`config.mk`:
```
export PLATFORM = sky130hd
export DESIGN_NAME = serial_adder
export DESIGN_NICKNAME = d
export VERILOG_FILES = /design/src/rtl/serial_adder_pkg.sv /design/src/rtl/serial_adder_fa.sv /design/src/rtl/serial_adder.sv
export SDC_FILE = /design/constraint.sdc
export NUM_CORES = 1
export LEC_CHECK = 0
export ABC_AREA = 0
export ABC_CLOCK_PERIOD_IN_PS = 1550
export CELL_PAD_IN_SITES_DETAIL_PLACEMENT = 1
export CELL_PAD_IN_SITES_GLOBAL_PLACEMENT = 2
export CORE_ASPECT_RATIO = 0.75
export CORE_UTILIZATION = 30
export CTS_CLUSTER_DIAMETER = 60
export DETAILED_ROUTE_END_ITERATION = 7
export MAX_ROUTING_LAYER = met4
export PLACE_DENSITY = 0.83
export SETUP_SLACK_MARGIN = 0.15
export SLEW_MARGIN = 5
export SYNTH_ARGS = -nofsm -noshare
export SYNTH_HDL_FRONTEND = slang
export SYNTH_HIERARCHICAL = 1
export SYNTH_SLANG_ARGS = --single-unit
```
`constraint.sdc`:
```
create_clock -name clk -period 1.55 [get_ports clk]
set_input_delay 0.465 -clock clk [delete_from_list [all_inputs] [get_ports clk]]
set_output_delay 0.465 -clock clk [all_outputs]
set_load 0.1 [all_outputs]
```
`src/rtl/serial_adder_pkg.sv`:
```
// Shared definitions for the bit-serial adder: FSM state encodings and defaults.
package serial_adder_pkg;

   localparam int SA_WIDTH_DEF = 4;

   // 2'd3 is never entered; the FSM decodes it back to IDLE.
   typedef enum logic [1:0] {
      ST_IDLE  = 2'd0,
      ST_SHIFT = 2'd1,
      ST_DONE  = 2'd2
   } sa_state_t;

endpackage

```
`src/rtl/serial_adder_fa.sv`:
```
// Single-bit full adder cell shared by the serial adder datapath.
module fullAdder (
   input  logic a,
   input  logic b,
   input  logic cin,
   output logic cout,
   output logic sum
);

   // Sum and carry of one bit position.
   assign sum  = a ^ b ^ cin;
   assign cout = (a & b) | (cin & (a ^ b));

endmodule

```
`src/rtl/serial_adder.sv`:
```
// Bit-serial adder: one full-adder cell walks LSB-first through WIDTH bits,
// with the carry registered between cycles and the result assembled in res_sr.
module serial_adder
   import serial_adder_pkg::*;
#(
   parameter int WIDTH = SA_WIDTH_DEF
) (
   input  logic             clk,
   input  logic             rst,
   input  logic             start,
   input  logic [WIDTH-1:0] op_a,
   input  logic [WIDTH-1:0] op_b,
   input  logic             cin_in,
   output logic             busy,
   output logic             done,
   output logic [WIDTH-1:0] sum_out,
   output logic             cout_out
);

   localparam int CW = $clog2(WIDTH) + 1;

   sa_state_t        state, state_nxt;
   logic [WIDTH-1:0] a_sr, b_sr, res_sr;
   logic             carry;
   logic [CW-1:0]    cnt;
   logic             fa_sum, fa_cout;
   logic             last_bit;

   assign last_bit = (cnt == CW'(WIDTH - 1));

   fullAdder u_fa (
      .a    (a_sr[0]),
      .b    (b_sr[0]),
      .cin  (carry),
      .cout (fa_cout),
      .sum  (fa_sum)
   );

   // State register.
   always_ff @(posedge clk) begin
      if (rst) state <= ST_IDLE;
      else     state <= state_nxt;
   end

   // Next-state and status decode; unused encoding falls back to IDLE.
   always_comb begin
      state_nxt = ST_IDLE;
      busy      = 1'b0;
      done      = 1'b0;
      case (state)
         ST_IDLE:  state_nxt = start ? ST_SHIFT : ST_IDLE;
         ST_SHIFT: begin
            busy      = 1'b1;
            state_nxt = last_bit ? ST_DONE : ST_SHIFT;
         end
         ST_DONE: begin
            busy      = 1'b1;
            done      = 1'b1;
            state_nxt = ST_IDLE;
         end
         default:  state_nxt = ST_IDLE;
      endcase
   end

   // Operand capture, per-bit shifting, carry and result registers.
   always_ff @(posedge clk) begin
      if (rst) begin
         a_sr     <= '0;
         b_sr     <= '0;
         res_sr   <= '0;
         carry    <= 1'b0;
         cnt      <= '0;
         sum_out  <= '0;
         cout_out <= 1'b0;
      end else begin
         case (state)
            ST_IDLE: begin
               if (start) begin
                  a_sr   <= op_a;
                  b_sr   <= op_b;
                  carry  <= cin_in;
                  cnt    <= '0;
                  res_sr <= '0;
               end
            end
            ST_SHIFT: begin
               a_sr   <= a_sr >> 1;
               b_sr   <= b_sr >> 1;
               res_sr <= {fa_sum, res_sr[WIDTH-1:1]};
               carry  <= fa_cout;
               cnt    <= cnt + 1'b1;
               if (last_bit) begin
                  sum_out  <= {fa_sum, res_sr[WIDTH-1:1]};
                  cout_out <= fa_cout;
               end
            end
            default: ;
         endcase
      end
   end

endmodule

```
# [Word level (Yosys, flattened, before mapping)]
# Index checks and enable logic that the tools add are counted.
# W data, S select, Z words.
[op_classes] addsub=1 n_eq_ne=4 n_mux=15 n_bitwise=5 n_reduce_logical=5
[ops] operator="$pmux W4 S2" count=3
[ops] operator="$mux W4" count=3
[ops] operator="$pmux W3 S2" count=1
[ops] operator="$mux W1" count=4
[ops] operator="$pmux W2 S2" count=1
[ops] operator="$reduce_and A2 Y1" count=2
[ops] operator="$add A3 B1 Y3 const B" count=1
[ops] operator="$eq A3 B2 Y1 const B" count=1
[ops] operator="$mux W3" count=1
[ops] operator="$and A1 B1 Y1" count=2
[ops] operator="$eq A2 B1 Y1 const B" count=1
[ops] operator="$eq A2 B2 Y1 const B" count=1
[ops] operator="$logic_not A2 Y1" count=1
[ops] operator="$mux W2" count=1
[ops] operator="$ne A2 B2 Y1 const B" count=1
[ops] operator="$pmux W1 S2" count=1
[ops] operator="$reduce_bool A2 Y1" count=1
[ops] operator="$reduce_or A2 Y1" count=1
[ops] operator="$xor A1 B1 Y1" count=2
[ops] operator="$or A1 B1 Y1" count=1
[totals] register_bits=23 inputBits=12 output_inout_bits=7 word_cells=38

# [Logic depth before layout (Yosys ltp)]
[logic_depth] ltp_word=4 depth_mapped=6 ltp_nobuf=5

# [Cells and area by module]
# The synthesis kept the hierarchy.
[by_module_without_submodules] module="serial_adder" instances=1 cells_each=102 area_per_inst_um2=940.9
[by_module_without_submodules] module="fullAdder" instances=1 cells_each=1 area_per_inst_um2=20.0

# [Worst setup path before layout]
# No wires, ideal clock.
[synth_path] path_kind="reg2out" from="register state[0]" to="output busy" t_arrival_ns=1.199 setup_slack_ns=-0.114 stages_incl_launch_ff=3 cell_sequence="dfxtp_1 > inv_1 > ha_1"
[synth_via] elab_chain_len=3 elab_cells_between_ends=4
[synth_lines] element="from (decl)" line_no="serial_adder.sv:22" rtl="sa_state_t state, state_nxt;"
[synth_lines] element="from (signal assigned)" line_no="serial_adder.sv:42" rtl="else state <= state_nxt;"
[synth_lines] element="$eq A2 B1 Y1 / $eq A2 B2 Y1 (equally long branches)" line_no="serial_adder.sv:50" rtl="case (state)"
[synth_lines] element="$reduce_or A2 Y1 (no line) (*)"
[synth_lines] element="$mux W1 (*)" line_no="serial_adder.sv:50"
[synth_lines] element="to (decl)" line_no="serial_adder.sv:14" rtl="output logic busy,"
# Mark *: on every way between the ends. The rest lies on a longest branch, timed or not.

# [Final worst setup path]
[layout_path] from="register state[1]" to="output busy"
# Same word-level chain as after synthesis.

==> impl_metrics.env <==
export IMPL_netlist_top_cells_count="22 x dfxtp_1, 13 x nand2_1, 12 x a21oi_1"
export IMPL_cts_hold_buf=0
export IMPL_grt_pass1_wl_um=3910
export IMPL_portBuffers=18
export IMPL_path_clk_slew_ps=80
export IMPL_slew_headroom_pct=77.0
export IMPL_synth_cells=103
export IMPL_dieWidth_um=67.4
export IMPL_rsz0062_at_grt="true"
export IMPL_grt_start_max_net_pins=23
export IMPL_min_period_ps=1550
export IMPL_finalSetupViolCount=0
export IMPL_fill_cells=329
export IMPL_dp_cells=157
export IMPL_post_route_period_util_pct=100
export IMPL_end_kind="output port"
export IMPL_vias=843
export IMPL_ant_nets=0
export IMPL_power_total_mw=1.23
export IMPL_io_pins=19
export IMPL_worst_pin_slew_ps=344
export IMPL_vias_per_cell=5.14
export IMPL_yosysMostFrequentCell="dfxtp_1"
export IMPL_drive_above_1_share_pct=26.2
export IMPL_core_um2=3000
export IMPL_place_ws_ps=-150
export IMPL_critPathLaunchType="flop"
export IMPL_fp_dieH_um=51.0
export IMPL_grt_pass1_vias=820
export IMPL_cts_sinks=22
export IMPL_cts_buffer_depth=2
export IMPL_ys_seq_area_share_pct=45.8
export IMPL_slew_viol_final=0
export IMPL_grt_ovfl_total=0
export IMPL_first_iter_violations=29
export IMPL_cp_startpoint="state[1]"
export IMPL_nets=146
export IMPL_path_delay_family="flip-flops"
export IMPL_place_hpwl_um=1600
export IMPL_cts_buffers=3
export IMPL_wirelength_um=2570
export IMPL_hold_class="reg2reg"
export IMPL_critPathArrivalTime_ps=1080
export IMPL_drc=0
export IMPL_crit_type="reg2out"
export IMPL_cpPeakStageDelay_ps=340
export IMPL_synth_top_area_share_pct=45.8
export IMPL_grt_use_total_pct=16.0
export IMPL_firstDrtPassIters=3
export IMPL_status="finished clean"
export IMPL_synth_area_leaders="dfxtp_1 46%, mux2i_1 7.3%, ha_1 6.5%"
export IMPL_netlist_top_cell_by_area="dfxtp_1"
export IMPL_n_antenna_cell=0
export IMPL_grt_antenna_before_repair=0
export IMPL_synth_seq_cells=22
export IMPL_avgSynthCellArea_um2=9.33
export IMPL_timing_rr_start="state[1]"
export IMPL_initial_core_util_pct=32.0
export IMPL_die_area_um2=3440
export IMPL_required_ps=1080
export IMPL_tritoncts="built"
export IMPL_syn_nets=121
export IMPL_final_core_util_pct=47.6
export IMPL_instances_no_fill=164
export IMPL_worstPathCellList="inv_2 -> ha_4 -> buf_12"
export IMPL_endpoint="busy"
export IMPL_synth_edf_count=0
export IMPL_hold_viol=0
export IMPL_postLayoutCellArea_um2=1430
export IMPL_row_count=17
export IMPL_syn_cell_area_um2=961
export IMPL_setup_tns_final_ps=0
export IMPL_wire_per_inst_um=15.7
export IMPL_crit_fanout=2
export IMPL_path_buf_inv=2
export IMPL_rr_worst_depth=6
export IMPL_postPlaceCellArea_um2=1270
export IMPL_synthArstFlopShare_pct=0
export IMPL_worst_path_stages=3
export IMPL_p_leak_nw=0.544
export IMPL_power_density_nw_per_um2=863
export IMPL_h_tree_depth=1
export IMPL_ir_drop_mv=0.357
export IMPL_setup_ws_ps=0.659
export IMPL_yosysWarnings=6
export IMPL_areaGrowthSynthToFinish_pct=48.4
export IMPL_gp_congestion=0.632
export IMPL_cpMaxStageDelayCell="dfxtp_2"
export IMPL_cap_violations=0
export IMPL_rrSetupSlack_ps=100
export IMPL_holdWs_ps=467
export IMPL_reg2reg_to="a_sr[2]"
export IMPL_insertion_delay_ps=260
export IMPL_fmaxAchievable_mhz=645
export IMPL_fin_skew_ps=1.43
export IMPL_synth_cell_types=20
export IMPL_ys_flop_type="dfxtp_1"
export IMPL_cts_root_buf="clkbuf_8"
report_power, final:
group / internal [mW] / switching [mW]
Combinational: 0.130 / 0.134
Clock: 0.174 / 0.182
Sequential: 0.593 / 0.0188
Total: 0.896 / 0.335
sequential cells by signal (all words and copies together) (netlist names):
signal,cells
a_sr,4
state,2
sum_out,4
b_sr,4
cnt,3
carry,1
res_sr,3
cout_out,1
area by class of cell:
class	instances	area (um^2)	area share [%]
Tap cell	38	47.5	3.33
Sequential cell	22	443	31.1
Multi-Input combinational cell	75	569	39.9
Inverter	3	11.3	0.789
Timing Repair Buffer	23	314	22.0
Clock buffer	3	41.3	2.89
worst min-delay path: cells and delay by family, from the launching register on:
kind,cells,cell delay (ps)
flops,1,320
compound gates,1,50
simple gates,1,60
cell usage in the layout, fill, tap and decap left out, drive strengths merged:
cell type and count:
a211oi 7, a21oi 12, a22oi 2, and3b 1, buf 12, clkbuf 3
clkdlybuf4s50 10, dfxtp 22, dlymetal6s2s 1, fa 1, ha 5, inv 3
mux2 4, mux2i 8, nand2 13, nand2b 1, nand3 9, nand3b 2
nor2 10
layer usage:
| metal | vias up | wire length [um] | global-route usage, % | part of all wire, % |
|---|---|---|---|---|
| met2 | 15 | 1290 | 25.7 | 50 |
| met5 | - | 0 | - | 0 |
| met3 | 4 | 89 | 4.91 | 3.5 |
| met4 | 0 | 23 | 5.32 | 0.90 |
| li1 | 408 | - | - | - |
| met1 | 416 | 1160 | 19.1 | 45 |
how the worst min path moves through the flow:
stage               from        end  slack, ps  cells after the start
3_5_place_dp   res_sr[1]  res_sr[1]        450                      2
2_1_floorplan     cnt[2]     cnt[2]        430                      2
6_report          cnt[1]     cnt[1]        470                      2
5_1_grt           cnt[1]     cnt[1]        480                      2
3_3_place_gp      cnt[2]     cnt[2]        440                      2
4_1_cts        res_sr[1]  res_sr[1]        470                      2
timing repair:
action / 4_1_cts / 5_1_grt
gates resized for setup: 9 / 12
endpoints found under the setup margin: 4 / 23
buffers inserted: 1 / 0
pin swaps: 1 / 0
gates cloned: 1 / 2
cell families after synthesis:
kind of cell,synth area share [%]
buffers and inverters,5.21
AOI/OAI and AO/OA,13.3
DFF,45.8
adders and majority gates,8.59
muxes,10.3
and+or+nand+nor,16.8
No activity file was read; power rests on OpenSTA's default activity.
